**config.mk**
```make
export PLATFORM = sky130hd
export DESIGN_NAME = ctrl_iter_seq
export DESIGN_NICKNAME = d
export VERILOG_FILES = /design/src/rtl/ctrl_iter_pkg.sv /design/src/rtl/ctrl_iter_cyc_timer.sv /design/src/rtl/ctrl_iter_seq.sv
export SDC_FILE = /design/constraint.sdc
export NUM_CORES = 1
export LEC_CHECK = 0
export CAP_MARGIN = 15
export CORE_ASPECT_RATIO = 1.4
export CORE_MARGIN = 2
export CORE_UTILIZATION = 37
export DETAILED_ROUTE_END_ITERATION = 6
export PLACE_DENSITY = 0.63
export SETUP_SLACK_MARGIN = 0.1
export SYNTH_ARGS = -nofsm -noshare
export SYNTH_HDL_FRONTEND = slang
export SYNTH_SLANG_ARGS = --single-unit
export TNS_END_PERCENT = 20
```
**constraint.sdc**
```tcl
create_clock -name clock -period 2.65 [get_ports clock]
set_input_delay 0.6625 -clock clock [delete_from_list [all_inputs] [get_ports clock]]
set_output_delay 0.6625 -clock clock [all_outputs]
set_load 0.05 [all_outputs]
```
**src/rtl/ctrl_iter_pkg.sv**
```systemverilog
// Shared types and defaults for the iteration controller that drives the
// accumulation engine.
package ctrl_iter_pkg;

  typedef enum logic [2:0] {
    IDLE = 3'd0,
    LOAD = 3'd1,
    RUN  = 3'd2,
    GAP  = 3'd3,
    DONE = 3'd4
  } state_e;

  localparam int unsigned GAP_CYC_DEF     = 1;
  localparam int unsigned TIMEOUT_CYC_DEF = 1024;
  localparam int unsigned GAP_W           = 8;

  function automatic logic is_busy(state_e s);
    return (s == LOAD) || (s == RUN) || (s == GAP);
  endfunction

endpackage

```
**src/rtl/ctrl_iter_cyc_timer.sv**
```systemverilog
// Loadable down-counter with a zero flag; saturates at zero.
module ctrl_iter_cyc_timer #(
  parameter int unsigned W = 8
) (
  input  logic         clk,
  input  logic         rst_n,
  input  logic         load_i,
  input  logic [W-1:0] load_val_i,
  input  logic         dec_i,
  output logic         zero_o
);

  logic [W-1:0] cnt_q, cnt_d;

  always_comb begin
    // NOTE: default assignment first so every path drives cnt_d and no latch is inferred.
    cnt_d = cnt_q;
    if (load_i) begin
      cnt_d = load_val_i;
    end else if (dec_i && (cnt_q != '0)) begin
      cnt_d = cnt_q - W'(1);
    end
  end

  // NOTE: sequential state uses non-blocking assignments so every flop samples pre-edge values.
  always_ff @(posedge clk or negedge rst_n) begin
    if (!rst_n) begin
      cnt_q <= '0;
    end else begin
      cnt_q <= cnt_d;
    end
  end

  assign zero_o = (cnt_q == '0);

endmodule

```
**src/rtl/ctrl_iter_seq.sv**
```systemverilog
// Iteration controller for the accumulation engine: RUN until done, GAP, repeat.
// Optional per-iteration watchdog enabled by defining CTRL_ITER_TIMEOUT_EN.
module ctrl_iter_seq
  import ctrl_iter_pkg::*;
#(
  parameter int unsigned ITER_W      = 8,
  parameter int unsigned GAP_CYC     = GAP_CYC_DEF,
  parameter int unsigned TIMEOUT_CYC = TIMEOUT_CYC_DEF
) (
  input  logic              clock,
  input  logic              reset,
  input  logic              in_enableEntireModule,
  input  logic [ITER_W-1:0] in_numIters,
  input  logic              in_continuousMode,
  input  logic              in_accumCalcDoneFlag,
  output logic              op_enableAccumCalc,
  output logic              op_allItersDoneFlag,
  output logic [ITER_W-1:0] op_iterIndex,
  output logic              op_busy,
  output logic              op_timeoutErr
);

  if ((GAP_CYC < 1) || (GAP_CYC > 255)) begin : g_bad_gap
    $error("ctrl_iter_seq: GAP_CYC must be in 1..255");
  end
  if (TIMEOUT_CYC < 1) begin : g_bad_timeout
    $error("ctrl_iter_seq: TIMEOUT_CYC must be at least 1");
  end

  state_e            state_q, state_d;
  logic [ITER_W-1:0] num_iters_q, num_iters_d;
  logic [ITER_W-1:0] iter_idx_q, iter_idx_d;
  logic              cont_q, cont_d;
  logic              timeout_err_q, timeout_err_d;
  logic              last_iter;
  logic              restart_ok;
  logic              gap_zero;
  logic              wd_zero;

  assign last_iter = (iter_idx_q == (num_iters_q - ITER_W'(1)));

  // GAP length: loaded with GAP_CYC-1 on entry, leaves GAP when it reads zero.
  ctrl_iter_cyc_timer #(.W(GAP_W)) u_gap_timer (
    .clk        (clock),
    .rst_n      (reset),
    .load_i     ((state_d == GAP) && (state_q != GAP)),
    .load_val_i (GAP_W'(GAP_CYC - 1)),
    .dec_i      (state_q == GAP),
    .zero_o     (gap_zero)
  );

`ifdef CTRL_ITER_TIMEOUT_EN
  localparam int unsigned WD_W = $clog2(TIMEOUT_CYC + 1);

  // Reloaded on every entry to RUN, so each iteration gets TIMEOUT_CYC cycles.
  ctrl_iter_cyc_timer #(.W(WD_W)) u_wd_timer (
    .clk        (clock),
    .rst_n      (reset),
    .load_i     ((state_d == RUN) && (state_q != RUN)),
    .load_val_i (WD_W'(TIMEOUT_CYC - 1)),
    .dec_i      (state_q == RUN),
    .zero_o     (wd_zero)
  );

  assign restart_ok = cont_q && !timeout_err_q;
`else
  assign wd_zero    = 1'b0;
  assign restart_ok = cont_q;
`endif

  always_comb begin
    state_d       = state_q;
    num_iters_d   = num_iters_q;
    iter_idx_d    = iter_idx_q;
    cont_d        = cont_q;
    timeout_err_d = timeout_err_q;

    unique case (state_q)
      IDLE: begin
        if (in_enableEntireModule) state_d = LOAD;
      end
      LOAD: begin
        if (!in_enableEntireModule)   state_d = IDLE;
        else if (num_iters_q == '0)   state_d = DONE;
        else                          state_d = RUN;
      end
      RUN: begin
        if (!in_enableEntireModule) begin
          state_d = IDLE;
        end else if (in_accumCalcDoneFlag) begin
          if (last_iter) begin
            state_d = DONE;
          end else begin
            state_d    = GAP;
            iter_idx_d = iter_idx_q + ITER_W'(1);
          end
        end else if (wd_zero) begin
          state_d       = DONE;
          timeout_err_d = 1'b1;
        end
      end
      GAP: begin
        if (!in_enableEntireModule) state_d = IDLE;
        else if (gap_zero)          state_d = RUN;
      end
      DONE: begin
        if (!in_enableEntireModule) state_d = IDLE;
        else if (restart_ok)        state_d = LOAD;
      end
      default: state_d = IDLE;
    endcase

    // Configuration is captured only on entry to LOAD; later input changes wait for the next run.
    if (state_d == LOAD) begin
      num_iters_d = in_numIters;
      cont_d      = in_continuousMode;
      iter_idx_d  = '0;
    end
    if (state_d == IDLE) begin
      iter_idx_d    = '0;
      timeout_err_d = 1'b0;
    end
  end

  always_ff @(posedge clock or negedge reset) begin
    if (!reset) begin
      state_q       <= IDLE;
      num_iters_q   <= '0;
      iter_idx_q    <= '0;
      cont_q        <= 1'b0;
      timeout_err_q <= 1'b0;
    end else begin
      state_q       <= state_d;
      num_iters_q   <= num_iters_d;
      iter_idx_q    <= iter_idx_d;
      cont_q        <= cont_d;
      timeout_err_q <= timeout_err_d;
    end
  end

  assign op_enableAccumCalc  = (state_q == RUN);
  assign op_allItersDoneFlag = (state_q == DONE);
  assign op_busy             = is_busy(state_q);
  assign op_iterIndex        = iter_idx_q;

`ifdef CTRL_ITER_TIMEOUT_EN
  assign op_timeoutErr = timeout_err_q;
`else
  assign op_timeoutErr = 1'b0;
`endif

endmodule

```
### Word level (Yosys, flattened, before mapping)

Index checks and enable logic that the tools add are counted.

| word-level totals | value |
|---|---|
| output and inout bits | 12 |
| flip-flop bits (word level) | 28 |
| input bits | 13 |

| operators by class | value |
|---|---|
| muxes and demuxes | 19 |
| eq/ne operators | 9 |
| reductions and logical operators | 14 |
| $add $sub $neg | 3 |

Operators by type and width:

| operator | count |
|---|---|
| 8-bit two-way mux | 8 |
| 3-bit two-way mux | 10 |
| 8-bit zero test | 2 |
| 8-bit by 1-bit subtractor with 8-bit output (second input constant) | 2 |
| 3-bit case mux with 5 select lines | 1 |
| 3-bit by 2-bit == test with 1-bit output (second input constant) | 3 |
| 3-bit nonzero test | 3 |
| 8-bit by 1-bit adder with 8-bit output (second input constant) | 1 |
| 8-bit == test | 1 |
| 8-bit nonzero test | 1 |
| 3-bit by 1-bit == test with 1-bit output (second input constant) | 2 |
| 3-bit zero test | 2 |
| 4-bit AND reduction | 1 |
| 3-bit == test (second input constant) | 1 |
| 3-bit by 1-bit inequality test with 1-bit output (second input constant) | 1 |
| 3-bit by 2-bit inequality test with 1-bit output (second input constant) | 1 |
| 1-bit logical AND | 2 |
| 1-bit logical OR | 2 |
| 2-bit nonzero test | 1 |

### Logic depth before layout (Yosys ltp)

Gate-level depths: netlist (run 1).

| depth | value |
|---|---|
| word-level depth | 9 |
| mapped depth | 9 |

### Modules after synthesis

A second synthesis (run 1) with hierarchy kept.

| unflattened totals | value |
|---|---|
| cells, all modules | 208 |
| area total of the unflattened synthesis | 1908.1 sq um |

By module, submodules not included:

| module | times used | cells an instance | sequential area each (sq um) | area each (sq um) |
|---|---|---|---|---|
| ctrl_iter_seq | 1 | 140 | 500.5 | 1332.5 |
| ctrl_iter_cyc_timer | 1 | 68 | 200.2 | 575.6 |

### Worst setup path before layout (run 1)

No wires, ideal clock.

| path | value |
|---|---|
| path type | register -> register |
| from | reg state_q[1] |
| to | reg iter_idx_q[3], in the netlist op_iterIndex[3] |
| data required time | 2.498 ns |
| path slack | -0.171 ns |
| stages on the path, launching flop included | 8 |
| arrival | 2.669 ns |
| buffers on the path | 1 |
| library setup time | 0.152 ns |
| cell sequence | dfrtp_1 -> inv_1 -> nor3_1 -> nand3_1 -> a31oi_2 -> buf_4 -> nand2_2 -> mux2i_1 |

RTL lines:

| item | line | RTL |
|---|---|---|
| start: declaration | ctrl_iter_seq.sv:30 | `state_e state_q, state_d;` |
| start signal: assignment | ctrl_iter_seq.sv:133 | `state_q <= state_d;` |
| 3-bit by 2-bit == test with 1-bit output * | -- |  |
| named net op_enableAccumCalc | ctrl_iter_seq.sv:16 | `output logic op_enableAccumCalc,` |
| 3-bit case mux with 5 select lines | ctrl_iter_seq.sv:78 | `unique case (state_q)` |
| 3-bit by 1-bit == test with 1-bit output / 3-bit zero test (equally long branches) | ctrl_iter_seq.sv:114, ctrl_iter_seq.sv:119 |  |
| 3-bit by 1-bit inequality test with 1-bit output (no source line) (tied with other cells) | -- |  |
| 4-bit AND reduction (no source line) / 8-bit two-way mux (equally long branches) | -- |  |
| end signal: assignment | ctrl_iter_seq.sv:135 | `iter_idx_q <= iter_idx_d;` |
| end: declaration | ctrl_iter_seq.sv:32 | `logic [ITER_W-1:0] iter_idx_q, iter_idx_d;` |

The timed path passes the listed nets; every way through them passes the cells marked *.
A chain may end at the register's enable or synchronous reset.

### Worst setup path after layout (run 1)

| path | value |
|---|---|
| from | reg state_q[0] |
| to | out op_busy |

| on the way | value |
|---|---|
| cells in the longest elaborated chain, start to end | 3 |

RTL lines:

| item | line | RTL |
|---|---|---|
| 3-bit by 1-bit == test with 1-bit output / 3-bit by 2-bit == test with 1-bit output (equally long branches) | -- |  |
| 1-bit logical OR | ctrl_iter_pkg.sv:18 | `return (s == LOAD) \|\| (s == RUN) \|\| (s == GAP);` |
| 1-bit logical OR * | ctrl_iter_pkg.sv:18 |  |
| end: declaration | ctrl_iter_seq.sv:19 | `output logic op_busy,` |

Every way passes the cells marked *; elsewhere a longest branch is shown, timed or not.

==> results of run 1 <==
-- power by group through the flow --
stage / Clock, W / Combinational (W) / Sequential, W
2_1_floorplan: 0 / 0.000370 / 0.000648
3_3_place_gp: 0 / 0.000459 / 0.000680
3_5_place_dp: 0 / 0.000469 / 0.000682
4_1_cts: 0.000346 / 0.000473 / 0.000675
5_1_grt: 0.000360 / 0.000524 / 0.000694
6_report: 0.000333 / 0.000466 / 0.000674
-- cell families (layout without fill, tap and decap cells) --
kind of cell	after synthesis	in the layout	share of synthesized area
and+or+nand+nor	66	66	0.220
DFF	28	28	0.416
AOI/OAI and AO/OA	27	27	0.126
xor gates and xnor gates	16	16	0.0833
buffers and inverters	14	43	0.0364
muxes	12	12	0.0781
adders and majority gates	5	5	0.0372
other	1	1	0.00223
-- registers in the layout, summed over array words and instances (netlist names) --
| signal | flops |
|---|---|
| cont_q | 1 |
| op_iterIndex | 8 |
| u_gap_timer.cnt_q | 8 |
| state_q | 3 |
| num_iters_q | 8 |
-- cell type report --
type,instances,area [um2]
Tap cell,62,77.6
Clock buffer,3,41.3
Fill cell,423,2360
Clock inverter,1,30.0
Multi-Input combinational cell,127,926
Inverter,11,41.3
Timing Repair Buffer,28,282
Sequential cell,28,701
-- critical path, stage by stage, from the launching register on --
cell	delay, ns
dfrtp_1	0.47
nor2_1	0.11
nor2_1	0.09
clkdlybuf4s50_1	0.80
-- worst max path at each step --
stage | start | to | slack [ns] | cells after the start
after global routing | num_iters_q[0] | u_gap_timer.cnt_q[1] | 0.13 | 8
after floorplan | state_q[1] | op_iterIndex[3] | 0.39 | 7
after CTS | state_q[1] | op_enableAccumCalc | 0.13 | 3
after global placement | in_accumCalcDoneFlag | cont_q | 0.30 | 8
after detailed placement | in_accumCalcDoneFlag | num_iters_q[1] | 0.26 | 8
final | state_q[0] | op_busy | 0.24 | 3
-- through the flow --
| stage | instances | area [um2] | setup slack [ns] |
|---|---|---|---|
| floorplan | 169 | 1690 | 0.390 |
| global placement | 256 | 2030 | 0.296 |
| detailed placement | 256 | 2030 | 0.256 |
| CTS | 260 | 2100 | 0.126 |
| global route | 260 | 2100 | 0.129 |
| finish | 260 | 2100 | 0.241 |
-- layer usage --
metal / GRT usage / routed length [um] / vias up
met5: 0 / 0 / -
met4: 0.0534 / 29 / 0
met3: 0.0171 / 90 / 2
met2: 0.245 / 1770 / 14
met1: 0.192 / 1430 / 595
li1: - / - / 641
-- cell usage after synthesis, types with 2 or more instances --
library cell | count | area share
a21o_1 | 2 | 0.0089
a21oi_1 | 8 | 0.024
and2_1 | 2 | 0.0074
and3_1 | 7 | 0.026
buf_4 | 2 | 0.0089
dfrtp_1 | 28 | 0.42
ha_1 | 5 | 0.037
inv_1 | 11 | 0.025
mux2_2 | 9 | 0.060
mux2i_1 | 3 | 0.018
nand2_1 | 13 | 0.029
nand2_2 | 2 | 0.0074
nand2b_1 | 5 | 0.019
nand3_1 | 7 | 0.021
nand4_1 | 2 | 0.0074
nor2_1 | 16 | 0.036
nor3_1 | 6 | 0.018
o21ai_0 | 5 | 0.015
xnor2_1 | 7 | 0.036
xor2_1 | 9 | 0.047
==> qor.yml, run 1 <==
layout:
  fin_nets: 217
  antenna_cells: 0
  fin_util: 0.470
  drive_gt1_frac: 0.146
  layout_common_cells: "dfrtp_1, clkdlybuf4s50_1, nor2_1"
  syn_to_final_growth_pct: 24.7
  final_common_cell: "dfrtp_1"
critical_path:
  r2r-start: "num_iters_q[0]"
  r2r_slack_ns: 0.36
  startpoint_type: "flop"
  crit_path_max_fanout: 4
  timing.rr.end: "u_gap_timer.cnt_q[1]"
  cp.arrival_ns: 1.75
  path_class: "flop to primary output"
  cp.required_ns: 1.99
  r2r_cells: 8
  end_kind: "primary output"
run:
  cap_viol_max_count: 0
cts:
  cts-resized-gates: 1
  cts_setup_buffers: 0
  cts.hold.buffers_added: 0
  htree_levels: 1
  cts_buffers: 3
  clkSinkCount: 28
  path_clk_slew_ns: 0.09
  cts_tree: "built"
  root_buffer: "clkbuf_8"
  clockBufferDepth: 2
  insertion_delay_ns: 0.27
power:
  power_leakage_nw: 0.938
  p_total_w: 0.00147
  combinationalPowerShare: 0.316
  p_sw_w: 0.000505
  p_seq_frac: 0.458
  p_sw_frac: 0.343
  pwr-share-clk: 0.226
  power.internal_w: 0.000967
  p_per_area_nw_per_um2: 702
  ir_worst_vdd_v: 0.000332
synthesis:
  yosys_warnings: 0
  ys_async_sr_fraction: 1.00
  ys_seq_elements: 28
  synth_edf_count: 0
  synth_ff_type: "dfrtp_1"
  synth_nets: 187
  yosysSeqAreaShare: 0.416
  syn_area_um2: 1680
  ys_types: 40
  syn_avg_cell_area_um2: 9.96
  synth_cells: 169
drt:
  drtIter0Drc: 22
  via_per_inst: 4.82
  avgRoutedWirePerCell_um: 12.7
  drc: 0
  num_vias: 1252
  drtPass1Iterations: 4
  routed_wl_um: 3310
  ant_nets: 0
placed_design:
  place.gp.congestion: 0.730
  port-buffer-count: 23
  hpwl_um: 2580
die:
  die_h_um: 83.8
  rows: 29
  ios: 25
  coreArea_um2: 4460
  start_util: 0.377
  die_area_um2: 5110
  die_w_um: 61
timing:
  rsz0062_at_grt: "no"
  relSlewSlack: 0.558
  drv_slew: 0
  clock_skew_ns: 0.00678
  setup_viol: 0
  clock.fmax_ghz: 0.415
  period_share: 0.909
  finalHoldViolCount: 0
  hold_ws_ns: 0.529
  worstMarginPinSlew_ns: 0.654
  period_minus_slack_ns: 2.41
  finalSetupTns_ns: 0
global_route:
  antenna_found_initial: 0
  grt_usage: 0.148
  grt_max_degree: 29
  grt_pass1_wl_um: 5800
  grt_overflow: 0
  grt_pass1_vias: 1261
hold_path:
  hp-class: "flop to flop"
  min-delay-start: "cont_q"
  hold_path_end: "cont_q"
  min_path_cells: 1
status:
  status: "finished clean"
Power figures use the tool's default switching activity.
==> inputs of run 2 (changes only) <==
--- a/config.mk
+++ b/config.mk
@@ -6,7 +6,7 @@
 export NUM_CORES = 1
 export LEC_CHECK = 0
 export CAP_MARGIN = 15
-export CORE_ASPECT_RATIO = 1.4
+export CORE_ASPECT_RATIO = 1.5
 export CORE_MARGIN = 2
 export CORE_UTILIZATION = 37
 export DETAILED_ROUTE_END_ITERATION = 6
==> run 2 against run 1 <==
  * Non-clock buffer count rose by 1
  * Sequential share of layout area grew 0.42 points
  * Highest routed layer unchanged
  * Clock power down 22%
  * Final cell count decreased by 5.0%
  * Critical path type unchanged
  * Count of clock-buffer cells in the layout rose by 1
==> qor.yml, run 2 (synthesized netlist as in run 1, its figures left out) <==
status:
  status: "finished clean"  # unchanged
timing:
  setup_viol: 0  # unchanged
  relSlewSlack: 0.636  # was 0.558
  period_minus_slack_ns: 2.41  # about the same
  period_share: 0.908  # was 0.909
  rsz0062_at_grt: "no"  # unchanged
  finalSetupTns_ns: 0  # unchanged
  clock_skew_ns: 0.00551  # was 0.00678 ns
  worstMarginPinSlew_ns: 0.545  # was 0.654 ns
  fin_ws_ns: 0.244  # was 0.241 ns
  clock.fmax_ghz: 0.416  # was 0.415 GHz
  finalHoldViolCount: 0  # unchanged
  drv_slew: 0  # unchanged
  hold_ws_ns: 0.515  # was 0.529 ns
placed_design:
  dpl.cell_count: 243  # was 256
  dp_slack_ns: 0.258  # was 0.256 ns
  hpwl_um: 2610  # was 2580 um
  port-buffer-count: 23  # unchanged
  place.gp.congestion: 0.787  # was 0.730
power:
  p_per_area_nw_per_um2: 677  # was 702 nW/um2
  p_sw_frac: 0.356  # was 0.343
  p_sw_w: 0.000499  # was 0.000505 W
  p_seq_frac: 0.474  # was 0.458
  ir_worst_vdd_v: 0.000380  # was 0.000332 V
  power_leakage_nw: 0.936  # was 0.938 nW
  combinationalPowerShare: 0.340  # was 0.316
  power.internal_w: 0.000904  # was 0.000967 W
  pwr-share-clk: 0.186  # was 0.226
critical_path:
  r2r_slack_ns: 0.47  # was 0.36 ns
  critPathLaunch: "state_q[0]"  # unchanged
  r2r_cells: 6  # was 8
  startpoint_type: "flop"  # unchanged
  crit_end: "op_busy"  # unchanged
  r2r-start: "u_gap_timer.cnt_q[5]"  # was num_iters_q[0]
  end_kind: "primary output"  # unchanged
  path_class: "flop to primary output"  # unchanged
  cp.required_ns: 1.99  # about the same
  timing.rr.end: "cont_q"  # was u_gap_timer.cnt_q[1]
  cp.arrival_ns: 1.74  # was 1.75 ns
  crit_path_max_fanout: 4  # unchanged
drt:
  routed_wl_um: 3270  # was 3310 um
  via_per_inst: 5.04  # was 4.82
  drtPass1Iterations: 4  # unchanged
  avgRoutedWirePerCell_um: 13.2  # was 12.7 um
  drtIter0Drc: 14  # was 22
  num_vias: 1244  # was 1252
  ant_nets: 0  # unchanged
  drc: 0  # unchanged
layout:
  instances_no_fill: 247  # was 260
  layout_common_cells: "dfrtp_1, clkdlybuf4s50_1, nor2_1"  # unchanged
  antenna_cells: 0  # unchanged
  final_common_cell: "dfrtp_1"  # unchanged
  fin_nets: 218  # was 217
  syn_to_final_growth_pct: 23.1  # was 24.7%
  drive_gt1_frac: 0.151  # was 0.146
  fin_util: 0.464  # was 0.470
cts:
  cts-resized-gates: 1  # unchanged
  cts_setup_buffers: 0  # unchanged
  cts.hold.buffers_added: 0  # unchanged
  cts_tree: "built"  # unchanged
  clkSinkCount: 28  # unchanged
  path_clk_slew_ns: 0.09  # about the same
  cts_buffers: 3  # unchanged
  insertion_delay_ns: 0.27  # about the same
  clockBufferDepth: 2  # unchanged
  htree_levels: 1  # unchanged
  root_buffer: "clkbuf_8"  # unchanged
die:
  start_util: 0.377  # about the same
  ios: 25  # unchanged
  rows: 30  # was 29
  die_w_um: 59.1  # was 61 um
  coreArea_um2: 4470  # was 4460 um2
  die_h_um: 86.6  # was 83.8 um
  die_area_um2: 5120  # was 5110 um2
global_route:
  grt_usage: 0.145  # was 0.148
  grt_pass1_vias: 1275  # was 1261
  grt_overflow: 0  # unchanged
  grt_pass1_wl_um: 5730  # was 5800 um
  grt_max_degree: 29  # unchanged
  antenna_found_initial: 0  # unchanged
hold_path:
  min_path_cells: 1  # unchanged
  hp-class: "flop to flop"  # unchanged
run:
  cap_viol_max_count: 0  # unchanged
==> run 2: cell type report <==
type / instances / area (um2)
timing repair buffer: 29 / 289
multi-input combinational: 127 / 926
sequential: 28 / 701
fill: 409 / 2390
inverter: 11 / 41.3
tap: 48 / 60.1
clock buffer: 4 / 55.1
==> run 2: per-stage QoR <==
step                      total power, W  area (um2)
after floorplan                  0.00102        1690
after CTS                        0.00142        2070
after detailed placement         0.00116        2020
final                            0.00140        2070
after global routing             0.00152        2070
after global placement           0.00115        2020
==> run 2: power by group through the flow <==
stage | sequential [W] | clock [W] | combinational [W]
after CTS | 0.000666 | 0.000268 | 0.000487
after detailed placement | 0.000673 | 0 | 0.000484
final | 0.000665 | 0.000260 | 0.000478
after floorplan | 0.000648 | 0 | 0.000370
after global placement | 0.000673 | 0 | 0.000475
after global routing | 0.000686 | 0.000288 | 0.000546
==> run 2: how the worst min path moves through the flow <==
stage | to | from
2_1_floorplan | cont_q | reset
3_3_place_gp | cont_q | cont_q
3_5_place_dp | cont_q | cont_q
4_1_cts | cont_q | cont_q
5_1_grt | cont_q | cont_q
6_report | cont_q | cont_q
==> run 2: critical path: stages (launching register included) <==
cell and delay (ns):
dfrtp_1 0.47, nor2_1 0.11, nor2_1 0.09, clkdlybuf4s50_1 0.81
==> run 2: layer usage <==
metal	share of wire	track usage	vias up
met3	0.017	0.0179	4
li1	-	-	643
met5	0	0	-
met4	0.016	0.0558	0
met2	0.53	0.252	14
met1	0.43	0.178	583
==> inputs of run 3 (changes only) <==
--- a/config.mk
+++ b/config.mk
@@ -10,7 +10,7 @@
 export CORE_MARGIN = 2
 export CORE_UTILIZATION = 37
 export DETAILED_ROUTE_END_ITERATION = 6
-export PLACE_DENSITY = 0.63
+export PLACE_DENSITY = 0.69
 export SETUP_SLACK_MARGIN = 0.1
 export SYNTH_ARGS = -nofsm -noshare
 export SYNTH_HDL_FRONTEND = slang
==> run 3 against run 2 <==
  * Combinational power increased by 1%
  * Core utilization about the same
  * Non-clock buffer count is 1 lower
  * Final area is essentially flat
  * Critical endpoint is now op_enableAccumCalc
==> qor.yml, run 3 (synthesized netlist as in run 1, its figures left out) <==
status:
  status: "finished clean"  # unchanged
global_route:
  antenna_found_initial: 0  # unchanged
  grt_pass1_wl_um: 5860  # was 5730 um
  grt_usage: 0.151  # was 0.145
  grt_pass1_vias: 1342  # was 1275
  grt_use_met1: 0.169  # was 0.178
  use_met2: 0.266  # was 0.252
  grt_overflow: 0  # unchanged
  grt.met3_usage: 0.0149  # was 0.0179
  busiest_layer: "met2"  # unchanged
  grt_max_degree: 29  # unchanged
timing:
  rsz0062_at_grt: "yes"  # was no
  finalHoldViolCount: 0  # unchanged
  fin_ws_ns: 0.127  # was 0.244 ns
  relSlewSlack: 0.592  # was 0.636
  drv_slew: 0  # unchanged
  period_minus_slack_ns: 2.52  # was 2.41 ns
  worstMarginPinSlew_ns: 0.603  # was 0.545 ns
  setup_viol: 0  # unchanged
  clock.fmax_ghz: 0.396  # was 0.416 GHz
  finalSetupTns_ns: 0  # unchanged
  period_share: 0.952  # was 0.908
  clock_skew_ns: 0.00377  # was 0.00551 ns
cts:
  cts_tree: "built"  # unchanged
  path_clk_slew_ns: 0.09  # about the same
  insertion_delay_ns: 0.28  # was 0.27 ns
  cts_buffers: 3  # unchanged
  root_buffer: "clkbuf_8"  # unchanged
  clockBufferDepth: 2  # unchanged
  htree_levels: 1  # unchanged
  cts_setup_buffers: 0  # unchanged
  clkSinkCount: 28  # unchanged
critical_path:
  startpoint_type: "flop"  # unchanged
  crit_path_cell_trace: "inv_1 > nor3_2 > clkdlybuf4s50_1"  # was nor2_1 > nor2_1 > clkdlybuf4s50_1
  path_class: "flop to primary output"  # unchanged
  crit_path_max_fanout: 5  # was 4
  end_kind: "primary output"  # unchanged
  cp.arrival_ns: 1.86  # was 1.74 ns
  max_stage_delay_ns: 0.84  # was 0.81 ns
  crit_slowest_cell: "clkdlybuf4s50_1"  # unchanged
  r2r_slack_ns: 0.40  # was 0.47 ns
  cp.required_ns: 1.99  # about the same
drt:
  via_per_inst: 5.31  # was 5.04
  ant_nets: 0  # unchanged
  num_vias: 1307  # was 1244
  drc: 0  # unchanged
  routed_wl_um: 3450  # was 3270 um
  drtPass1Iterations: 4  # unchanged
  drtIter0Drc: 20  # was 14
  avgRoutedWirePerCell_um: 14.0  # was 13.2 um
layout:
  final_common_cell: "dfrtp_1"  # unchanged
  layout_common_cells: "dfrtp_1, clkdlybuf4s50_1, nor2_1"  # unchanged
  antenna_cells: 0  # unchanged
  drive_gt1_frac: 0.146  # was 0.151
  syn_to_final_growth_pct: 23.0  # was 23.1%
  fin_nets: 217  # was 218
die:
  ios: 25  # unchanged
  die_area_um2: 5120  # unchanged
  coreArea_um2: 4470  # unchanged
  start_util: 0.377  # unchanged
  rows: 30  # unchanged
  die_h_um: 86.6  # unchanged
  die_w_um: 59.1  # unchanged
placed_design:
  port-buffer-count: 23  # unchanged
  hpwl_um: 2660  # was 2610 um
  dp_slack_ns: 0.273  # was 0.258 ns
  place.gp.congestion: 0.753  # was 0.787
power:
  combinationalPowerShare: 0.340  # about the same
  ir_worst_vdd_v: 0.000334  # was 0.000380 V
  p_seq_frac: 0.473  # was 0.474
  p_sw_w: 0.000519  # was 0.000499 W
  power.internal_w: 0.000904  # about the same
  p_sw_frac: 0.365  # was 0.356
  pwr-share-clk: 0.188  # was 0.186
  p_per_area_nw_per_um2: 687  # was 677 nW/um2
  power_leakage_nw: 0.915  # was 0.936 nW
run:
  cap_viol_max_count: 0  # unchanged
hold_path:
  hp-class: "flop to flop"  # unchanged
[run 3: cell type report]
type / instances / area, um2
Fill cell: 431 / 2400
Clock buffer: 4 / 55.1
Inverter: 11 / 41.3
Tap cell: 48 / 60.1
Multi-Input combinational cell: 127 / 935
Timing Repair Buffer: 28 / 279
Sequential cell: 28 / 701
[run 3: timing repair]
action | in CTS | in global routing
setup endpoints to repair | 1 | 3
pin swaps | 0 | 0
gates resized for setup | 1 | 1
hold buffers | 0 | 0
[run 3: power by group through the flow]
| stage | sequential [W] | combinational (W) | clock [W] |
|---|---|---|---|
| 6_report | 0.000673 | 0.000483 | 0.000267 |
| 5_1_grt | 0.000690 | 0.000542 | 0.000289 |
| 4_1_cts | 0.000673 | 0.000479 | 0.000277 |
| 3_5_place_dp | 0.000680 | 0.000476 | 0 |
| 3_3_place_gp | 0.000678 | 0.000458 | 0 |
| 2_1_floorplan | 0.000648 | 0.000370 | 0 |
[run 3: critical path, delay by kind of cell, from the launching register on]
kind	cells	cell delay, ns
flip-flops	1	0.43
AND/OR/NAND/NOR	1	0.21
buffers and inverters	2	0.95
[run 3: stage by stage]
step                      cell area [um2]  hold WS (ns)  instances  total power (W)   util
after floorplan                      1690         0.367        169          0.00102      -
after global placement               2010         0.503        242          0.00114  0.450
after detailed placement             2010         0.506        242          0.00116  0.450
after CTS                            2060         0.537        246          0.00143  0.462
after global routing                 2070         0.551        246          0.00152  0.464
final                                2070         0.532        246          0.00142  0.464
[run 3: layer usage]
metal	vias to the layer above	routed length, um
met4	0	92
li1	641	-
met3	7	89
met2	24	1810
met1	635	1460
met5	-	0
[run 3: worst paths after layout]
path | from | endpoint | cells after the start
worst min register to register | cont_q | cont_q | 1
min in group asynchronous | reset | num_iters_q[4] | 2
worst min-delay path | cont_q | cont_q | 1
max in group asynchronous | reset | op_iterIndex[6] | 2
worst max-delay path | state_q[1] | op_enableAccumCalc | 3
worst max register to register | num_iters_q[0] | u_gap_timer.cnt_q[1] | 8
